==> src/rtl/brent_kung_adder_pipe.sv <==
// ---------------------------------------------------------------------------
// brent_kung_adder_pipe
//
// Pipelined Brent-Kung adder/subtractor with a valid/ready stream on both
// sides. The prefix computation is split into pre-processing (P/G), up-sweep,
// and down-sweep plus sum XOR. Register stages are placed between these
// phases according to PIPE_STAGES.
//
// Parameters
//   WIDTH        operand width, power of two, 4..128
//   PIPE_STAGES  register stages = latency in cycles, 1..3
//
// Ports
//   clk_i        core clock, rising edge
//   rst_ni       asynchronous active-low reset
//   valid_i      operands/mode valid
//   ready_o      block can accept this cycle
//   op1_i/op2_i  operands
//   carry_i      carry-in (ignored when sub_i = 1)
//   sub_i        0: op1 + op2 + carry_i, 1: op1 - op2
//   valid_o      result valid
//   ready_i      downstream accepts result
//   sum_o        result modulo 2^WIDTH
//   carry_o      carry-out; for subtract 1 means no borrow
//   overflow_o   signed overflow, only when BK_ADDER_OVERFLOW_EN is defined
//
// Handshake: a transfer happens on a rising edge where valid and ready are
// both high. ready never depends on the valid presented on the same port.
// Each stage k has a valid bit; it can load when it is empty or when every
// later stage is able to move, so ready_o reaches back from ready_i
// combinationally and empty stages collapse bubbles.
// ---------------------------------------------------------------------------
module brent_kung_adder_pipe #(
    parameter int WIDTH       = 32,
    parameter int PIPE_STAGES = 2
) (
    input  logic             clk_i,
    input  logic             rst_ni,
    input  logic             valid_i,
    output logic             ready_o,
    input  logic [WIDTH-1:0] op1_i,
    input  logic [WIDTH-1:0] op2_i,
    input  logic             carry_i,
    input  logic             sub_i,
    output logic             valid_o,
    input  logic             ready_i,
    output logic [WIDTH-1:0] sum_o,
    output logic             carry_o
`ifdef BK_ADDER_OVERFLOW_EN
    ,
    output logic             overflow_o
`endif
);

    localparam int LOG = $clog2(WIDTH);

    // Up-sweep: after level lv every node i with (i+1) divisible by 2^lv holds
    // the group generate/propagate of the 2^lv bits ending at i.
    function automatic logic [2*WIDTH-1:0] f_up_sweep(input logic [WIDTH-1:0] g_in,
                                                      input logic [WIDTH-1:0] p_in);
        logic [WIDTH-1:0] g;
        logic [WIDTH-1:0] p;
        g = g_in;
        p = p_in;
        for (int lv = 1; lv <= LOG; lv++) begin
            for (int i = 0; i < WIDTH; i++) begin
                if (((i + 1) % (1 << lv)) == 0) begin
                    g[i] = g[i] | (p[i] & g[i - (1 << (lv - 1))]);
                    p[i] = p[i] & p[i - (1 << (lv - 1))];
                end
            end
        end
        return {g, p};
    endfunction

    // Down-sweep: fills in the remaining prefixes so g[i] becomes the carry
    // out of bit i (carry-in is already folded into bit 0).
    function automatic logic [WIDTH-1:0] f_down_sweep(input logic [WIDTH-1:0] g_in,
                                                      input logic [WIDTH-1:0] p_in);
        logic [WIDTH-1:0] g;
        g = g_in;
        for (int lv = LOG - 1; lv >= 1; lv--) begin
            for (int i = (1 << lv) + (1 << (lv - 1)) - 1; i < WIDTH; i += (1 << lv)) begin
                g[i] = g[i] | (p_in[i] & g[i - (1 << (lv - 1))]);
            end
        end
        return g;
    endfunction

    // ------------------------------------------------------------------ handshake
    logic [PIPE_STAGES-1:0] r_v;
    logic [PIPE_STAGES-1:0] w_rdy;
    logic [PIPE_STAGES-1:0] w_up_v;
    logic [PIPE_STAGES-1:0] w_ld;

    for (genvar k = 0; k < PIPE_STAGES; k++) begin : g_hs
        // Stage k may load if any stage from k onward is empty or ready_i is high.
        assign w_rdy[k] = ready_i || !(&r_v[PIPE_STAGES-1:k]);
        if (k == 0) begin : g_first
            assign w_up_v[k] = valid_i;
        end else begin : g_next
            assign w_up_v[k] = r_v[k-1];
        end
        assign w_ld[k] = w_up_v[k] && w_rdy[k];

        always_ff @(posedge clk_i or negedge rst_ni) begin
            if (!rst_ni) begin
                r_v[k] <= 1'b0;
            end else if (w_rdy[k]) begin
                r_v[k] <= w_up_v[k];
            end
        end
    end

    assign ready_o = w_rdy[0];
    assign valid_o = r_v[PIPE_STAGES-1];

    // ------------------------------------------------------------ pre-processing
    logic [WIDTH-1:0] w_b;
    logic             w_cin;
    logic [WIDTH-1:0] w_pre_p;
    logic [WIDTH-1:0] w_pre_g;

    assign w_b     = sub_i ? ~op2_i : op2_i;
    assign w_cin   = sub_i | carry_i;
    assign w_pre_p = op1_i ^ w_b;
    // Fold carry-in into bit 0 so every prefix g is a true carry.
    assign w_pre_g = (op1_i & w_b) | {{(WIDTH-1){1'b0}}, w_pre_p[0] & w_cin};

    // Up-sweep inputs: registered only with three stages.
    logic [WIDTH-1:0] w_us_p;
    logic [WIDTH-1:0] w_us_g;
    logic             w_us_cin;

    if (PIPE_STAGES == 3) begin : g_pre_reg
        logic [WIDTH-1:0] r_pre_p;
        logic [WIDTH-1:0] r_pre_g;
        logic             r_pre_cin;
        always_ff @(posedge clk_i or negedge rst_ni) begin
            if (!rst_ni) begin
                r_pre_p   <= '0;
                r_pre_g   <= '0;
                r_pre_cin <= 1'b0;
            end else if (w_ld[0]) begin
                r_pre_p   <= w_pre_p;
                r_pre_g   <= w_pre_g;
                r_pre_cin <= w_cin;
            end
        end
        assign w_us_p   = r_pre_p;
        assign w_us_g   = r_pre_g;
        assign w_us_cin = r_pre_cin;
    end else begin : g_pre_comb
        assign w_us_p   = w_pre_p;
        assign w_us_g   = w_pre_g;
        assign w_us_cin = w_cin;
    end

    // ------------------------------------------------------------------ up-sweep
    logic [WIDTH-1:0] w_up_g;
    logic [WIDTH-1:0] w_up_p;
    assign {w_up_g, w_up_p} = f_up_sweep(w_us_g, w_us_p);

    // Down-sweep inputs: registered with two or three stages. The raw bit
    // propagates travel alongside for the final XOR.
    logic [WIDTH-1:0] w_ds_g;
    logic [WIDTH-1:0] w_ds_gp;
    logic [WIDTH-1:0] w_ds_p;
    logic             w_ds_cin;

    if (PIPE_STAGES >= 2) begin : g_up_reg
        logic [WIDTH-1:0] r_up_g;
        logic [WIDTH-1:0] r_up_gp;
        logic [WIDTH-1:0] r_up_p;
        logic             r_up_cin;
        always_ff @(posedge clk_i or negedge rst_ni) begin
            if (!rst_ni) begin
                r_up_g   <= '0;
                r_up_gp  <= '0;
                r_up_p   <= '0;
                r_up_cin <= 1'b0;
            end else if (w_ld[PIPE_STAGES-2]) begin
                r_up_g   <= w_up_g;
                r_up_gp  <= w_up_p;
                r_up_p   <= w_us_p;
                r_up_cin <= w_us_cin;
            end
        end
        assign w_ds_g   = r_up_g;
        assign w_ds_gp  = r_up_gp;
        assign w_ds_p   = r_up_p;
        assign w_ds_cin = r_up_cin;
    end else begin : g_up_comb
        assign w_ds_g   = w_up_g;
        assign w_ds_gp  = w_up_p;
        assign w_ds_p   = w_us_p;
        assign w_ds_cin = w_us_cin;
    end

    // ------------------------------------------------- down-sweep and post XOR
    logic [WIDTH-1:0] w_c;
    logic [WIDTH-1:0] w_sum;
    assign w_c   = f_down_sweep(w_ds_g, w_ds_gp);
    assign w_sum = w_ds_p ^ {w_c[WIDTH-2:0], w_ds_cin};

    // ------------------------------------------------------------ output stage
    logic [WIDTH-1:0] r_sum;
    logic             r_carry;

    always_ff @(posedge clk_i or negedge rst_ni) begin
        if (!rst_ni) begin
            r_sum   <= '0;
            r_carry <= 1'b0;
        end else if (w_ld[PIPE_STAGES-1]) begin
            r_sum   <= w_sum;
            r_carry <= w_c[WIDTH-1];
        end
    end

    assign sum_o   = r_sum;
    assign carry_o = r_carry;

`ifdef BK_ADDER_OVERFLOW_EN
    // Signed overflow: carry into MSB differs from carry out of MSB.
    logic r_ovf;
    always_ff @(posedge clk_i or negedge rst_ni) begin
        if (!rst_ni) begin
            r_ovf <= 1'b0;
        end else if (w_ld[PIPE_STAGES-1]) begin
            r_ovf <= w_c[WIDTH-1] ^ w_c[WIDTH-2];
        end
    end
    assign overflow_o = r_ovf;
`endif

endmodule

==> config.mk <==
export PLATFORM = sky130hd
export DESIGN_NAME = brent_kung_adder_pipe
export DESIGN_NICKNAME = d
export VERILOG_FILES = /design/src/rtl/brent_kung_adder_pipe.sv
export SDC_FILE = /design/constraint.sdc
export NUM_CORES = 1
export LEC_CHECK = 0
export BUFFER_PORTS_ARGS = -buffer_cell sky130_fd_sc_hd__buf_2
export CORE_MARGIN = 2
export CORE_UTILIZATION = 45
export CTS_CLUSTER_DIAMETER = 30
export DETAILED_ROUTE_END_ITERATION = 6
export GPL_ROUTABILITY_DRIVEN = 0
export PLACE_DENSITY_LB_ADDON = 0.12
export SLEW_MARGIN = 20
export SYNTH_ARGS = -nofsm -noshare
export SYNTH_HDL_FRONTEND = slang
export SYNTH_SLANG_ARGS = --single-unit
==> constraint.sdc <==
create_clock -name clk_i -period 2.2 [get_ports clk_i]
set_clock_uncertainty 0.1 [all_clocks]
set_input_delay 0.44 -clock clk_i [delete_from_list [all_inputs] [get_ports clk_i]]
set_output_delay 0.44 -clock clk_i [all_outputs]
set_load 0.01 [all_outputs]
* After elaboration in Yosys (flattened, before gate mapping) *
Cells that the tools add are included.

cells by class
  bitwise gates (word level) = 151
  reduce and logical (&&, ||, !) cells = 7
  order comparisons = 0
  equality and inequality tests = 0
  shift operators = 0
  add/subtract/negate cells = 0
  multipliers = 0
  multiplexer cells = 1
  divide/modulo/power cells = 0

operators with widths
  cell                 count
  $and A1 B1 Y1        88
  $xor A32 B32 Y32     2
  $or A1 B1 Y1         58
  $and A32 B32 Y32     1
  $mux W32             1
  $not A32 Y32         1
  $or A32 B1 Y32       1
  $logic_and A1 B1 Y1  2
  $logic_not A1 Y1     2
  $logic_or A1 B1 Y1   2
  $reduce_and A2 Y1    1

word-level totals
  word-level logic and storage cells = 167
  bits in latches = 0
  memories = 0
  flip-flop bits (word level) = 131
  memory bits (read-only) = 0
  bits in writable memories = 0

* Depth between registers and ports, before layout *
  depth in word-level cells = 15
  depth in mapped cells = 9
  depth with buffers taken out = 7

* Worst setup path before layout *
Ideal clock, no wire load.

  kind = input to register
  start = input sub_i
  end = register g_up_reg.r_up_g[31]
  slack = -0.242 ns
  buffers on the path = 2
  cell stages on the path = 9
  library setup time = 0.126 ns
  arrival = 2.216 ns
  data required time = 1.974 ns
  cell sequence = buf_2 buf_2 xor2_1 ha_1 a21o_1 a21o_1 a221oi_2 nand2_1 a311o_1

RTL lines
  what                       line  RTL
  from (decl)                44    input logic sub_i,
  $mux W32 *                 124   assign w_b = sub_i ? ~op2_i : op2_i;
  $xor A32 B32 Y32 *         126   assign w_pre_p = op1_i ^ w_b;
  net w_pre_p[13]            121   logic [WIDTH-1:0] w_pre_p;
  $and A1 B1 Y1              68    g[i] = g[i] | (p[i] & g[i - (1 << (lv - 1))]);
  $or A1 B1 Y1               68
  $and A1 B1 Y1              68
  $or A1 B1 Y1 (2 in a row)  68
  $or A1 B1 Y1 *             68
  $and A1 B1 Y1 *            68
  $or A1 B1 Y1 *             68
  to (signal assigned)       183   r_up_g <= w_up_g;
  to (decl)                  172   logic [WIDTH-1:0] r_up_g;

Mark *: on every way through the listed nets, which the timed path passes. The rest lies on a longest branch.
A chain may end at the register's enable or synchronous reset.

* Final worst setup path *
  start = input sub_i
  end = register g_up_reg.r_up_g[31]

RTL lines
  what                       line
  $mux W32 *                 124
  $xor A32 B32 Y32 *         126
  net w_pre_p[29]            121
  $and A1 B1 Y1              68
  $or A1 B1 Y1               68
  $and A1 B1 Y1              68
  $or A1 B1 Y1 (3 in a row)  68
  $or A1 B1 Y1 *             68

Marked as above.

==> metrics.txt <==
num rows 40; Area Growth Syn to Fin 24.8%; highest clock rate 0.469 GHz; fraction of layout cells with a size suffix above 1 0.388; max-slew violations 0; post-synthesis sequential area ratio 0.497; routed wl met2 ~5700 µm; WL final 11700 µm; cell count after synthesis 476; Tcrit/Tclk final 0.969; Final Hold Fails 0; Yosys warning count 0; # diodes 0; Commonest cells post-synth 111 x dfrtp_1, 67 x mux2_2, 64 x nand2_1; Reg-to-Reg End sum_o[31]; pwr dens about 950 mW/mm²; ys flop type dfrtp_1; Synth area leaders dfrtp_1 50%, mux2_2 13%, ha_1 11%; total CTS buffers 9; Post-synth EDFFs 0; status completed; largest fanout on the critical path 9; vias per cell ~5.0; largest net degree at the start of global routing slightly above 50; Seq cells post-synth 111; fillers 1056; initial detailed-routing violation count 81; post-synth net total around 600; flop-to-flop setup slack approximately 340 ps; initial antenna violation count 0; Worst EP arrival approximately 2300 ps; nets 730; Worst path slowest cell a311o_1; met1 WL about 5400 µm; Slew HR 0.683; DR WL/cell ~15 µm; Setup CP Type in2reg; dpl hpwl around 8600 µm; IO Count 105; reg-to-reg startpoint g_up_reg.r_up_g[15]; mapped cell area about 0.0056 mm²; worst hold slack ~240 ps; Die Y 115 µm; I/O Buffers 104; max cap viols 0; vias a little under 4000; cell depth of the worst flop-to-flop path 7; TritonCTS clock tree done; Tmin final 2130 ps; CP Launch Type input pin; Syn Area/Cell 11.8 µm²; first-pass GRT wire length between 15000 and 20000 µm; Placement Setup Slack -286 ps; Clock transition at path regs approximately 70 ps; max incr delay on CP 330 ps; Initial Util 0.464; Congestion Overflow GR 0; Netlist cell types 32; most frequent CP cell buf_12; Placed Cells 768; die area 0.0133 mm²; PnR Total Power roughly 6600 µW; vias in the first global route 3995; die width between 100 and 150 µm; remaining antenna violation count 0; worst-margin pin slew between 400 and 500 ps; Non-Filler Instances roughly 790; Worst Hold Class in2reg; WL met3 approximately 340 µm; top cell type's share of synthesized area 0.497; Req. time, crit path roughly 2300 ps; later-pin clock latency in the skew report about 340 ps; leakage 0.00346 µW; worst setup margin roughly 70 ps; CTS sink count between 100 and 150; DR top layer met4; Final Setup Violations 0; worst setup path endpoint g_up_reg.r_up_g[31]; ys async rst share 1.00; TritonRoute pass-1 iters 4; worst vdd ir 0.449 mV; Core Region ~0.012 mm²; worst setup path startpoint sub_i; cell taking the most area after synthesis dfrtp_1; worst-path cell chain buf_2 -> buf_12 -> buf_12 -> xor2_1 -> ha_1 -> a21oi_1 -> nor2b_1 -> o21ai_0 -> a31oi_1 -> a311o_1; clk root buf clkbuf_16; largest buffer count on any clock path 2; crit end category flop; H-tree depth 3; top-count cell post-synth dfrtp_1; global-route usage over all layers 0.188; DRC 0
[metrics by stage]
stage,setup TNS (ps),utilization,area [µm²]
after global placement,-292,0.548,6620
after CTS,0,0.576,6950
after global routing,-38.3,0.579,6980
final,0,0.579,6980
after floorplan,-65.6,-,5630
after detailed placement,-441,0.548,6620
[power breakdown]
| part | leakage, µW | internal [µW] | total (µW) | switching [µW] |
|---|---|---|---|---|
| Sequential | 0.00135 | 2600 | 2900 | 296 |
| Clock | 0.000160 | 1060 | 1770 | 712 |
| Combinational | 0.00195 | 1020 | 1960 | 943 |
| Total | 0.00346 | 4680 | 6630 | 1950 |
[worst min-delay path by stage]
stage / start / slack, ps / depth (start not counted) / endpoint
3_3_place_gp: rst_ni / 300 / 1 / sum_o[31]
2_1_floorplan: rst_ni / 40 / 0 / carry_o
5_1_grt: valid_i / 250 / 2 / r_v[0]
6_report: valid_i / 240 / 2 / r_v[0]
4_1_cts: valid_i / 220 / 2 / r_v[0]
3_5_place_dp: rst_ni / 310 / 1 / sum_o[31]
[final cells by class]
cell class                      instances  area (µm²)  share of cell area
Tap cell                              168         210              0.0301
Sequential cell                       111        2780               0.398
Timing Repair Buffer                  145         933               0.134
Inverter                                1        3.75            0.000538
Multi-Input combinational cell        345        2730               0.391
Clock inverter                          3        65.1             0.00932
Clock buffer                           13         260              0.0373
[cell usage in the layout (no fill, tap or decap), types with 2 or more instances in the layout]
master     Yosys  layout
a21oi_1       11       8
buf_2          7     103
nor3_1         4       4
clkbuf_16      0       9
a31oi_1        3       3
nand2_1       64      62
mux2_2        67      67
xor2_1        47      46
a221oi_2       2       2
clkbuf_8       0       2
nand2b_1       3       3
nand4_1        5       5
o21ai_0       40      39
nand2_2        0       2
a21o_1        16      16
ha_1          47      47
nor2_1        22      22
a21oi_2        0       3
dfrtp_1      111     111
buf_12         0       8
xnor2_1        2       2
clkbuf_1       7       2
bufinv_16      0       2
buf_4          2      33
[state kept, by name, summed over array words and instances, names as in the netlist]
| register | cells |
|---|---|
| g_up_reg.r_up_gp | 26 |
| g_up_reg.r_up_cin | 1 |
| carry_o | 1 |
| g_up_reg.r_up_p | 17 |
| g_up_reg.r_up_g | 32 |
| valid_o | 1 |
| sum_o | 32 |
| r_v | 1 |
[what timing repair did]
item | in CTS | in global routing
buffers inserted | 0 | 1
hold buffers | 1 | 0
hold endpoints to repair | 25 | 0
endpoints found under the setup margin | 0 | 1
resized for setup | 0 | 5
[kinds of logic after synthesis]
logic type	synth area share
adder cells (fa/ha/maj)	0.105
XOR/XNOR	0.0767
buffers and inverters	0.0204
flip-flops	0.497
multiplexers	0.135
AO/OA/AOI/OAI	0.0857
AND/OR/NAND/NOR	0.0807
[worst max-delay path, delay by kind of cell]
| family | cells | cell delay [ps] |
|---|---|---|
| compound gates | 4 | 870 |
| buf+inv | 3 | 420 |
| fa+ha+maj | 1 | 300 |
| xor+xnor | 1 | 160 |
| simple gates | 1 | 70 |
[routing by layer]
layer  vias to the layer above  GRT usage
li1                       1930          -
met1                      1882      0.254
met2                        76      0.305
met3                        15     0.0262
met4                         0     0.0763
met5                         -          0
Note: power is estimated with default switching activity, not from simulation.
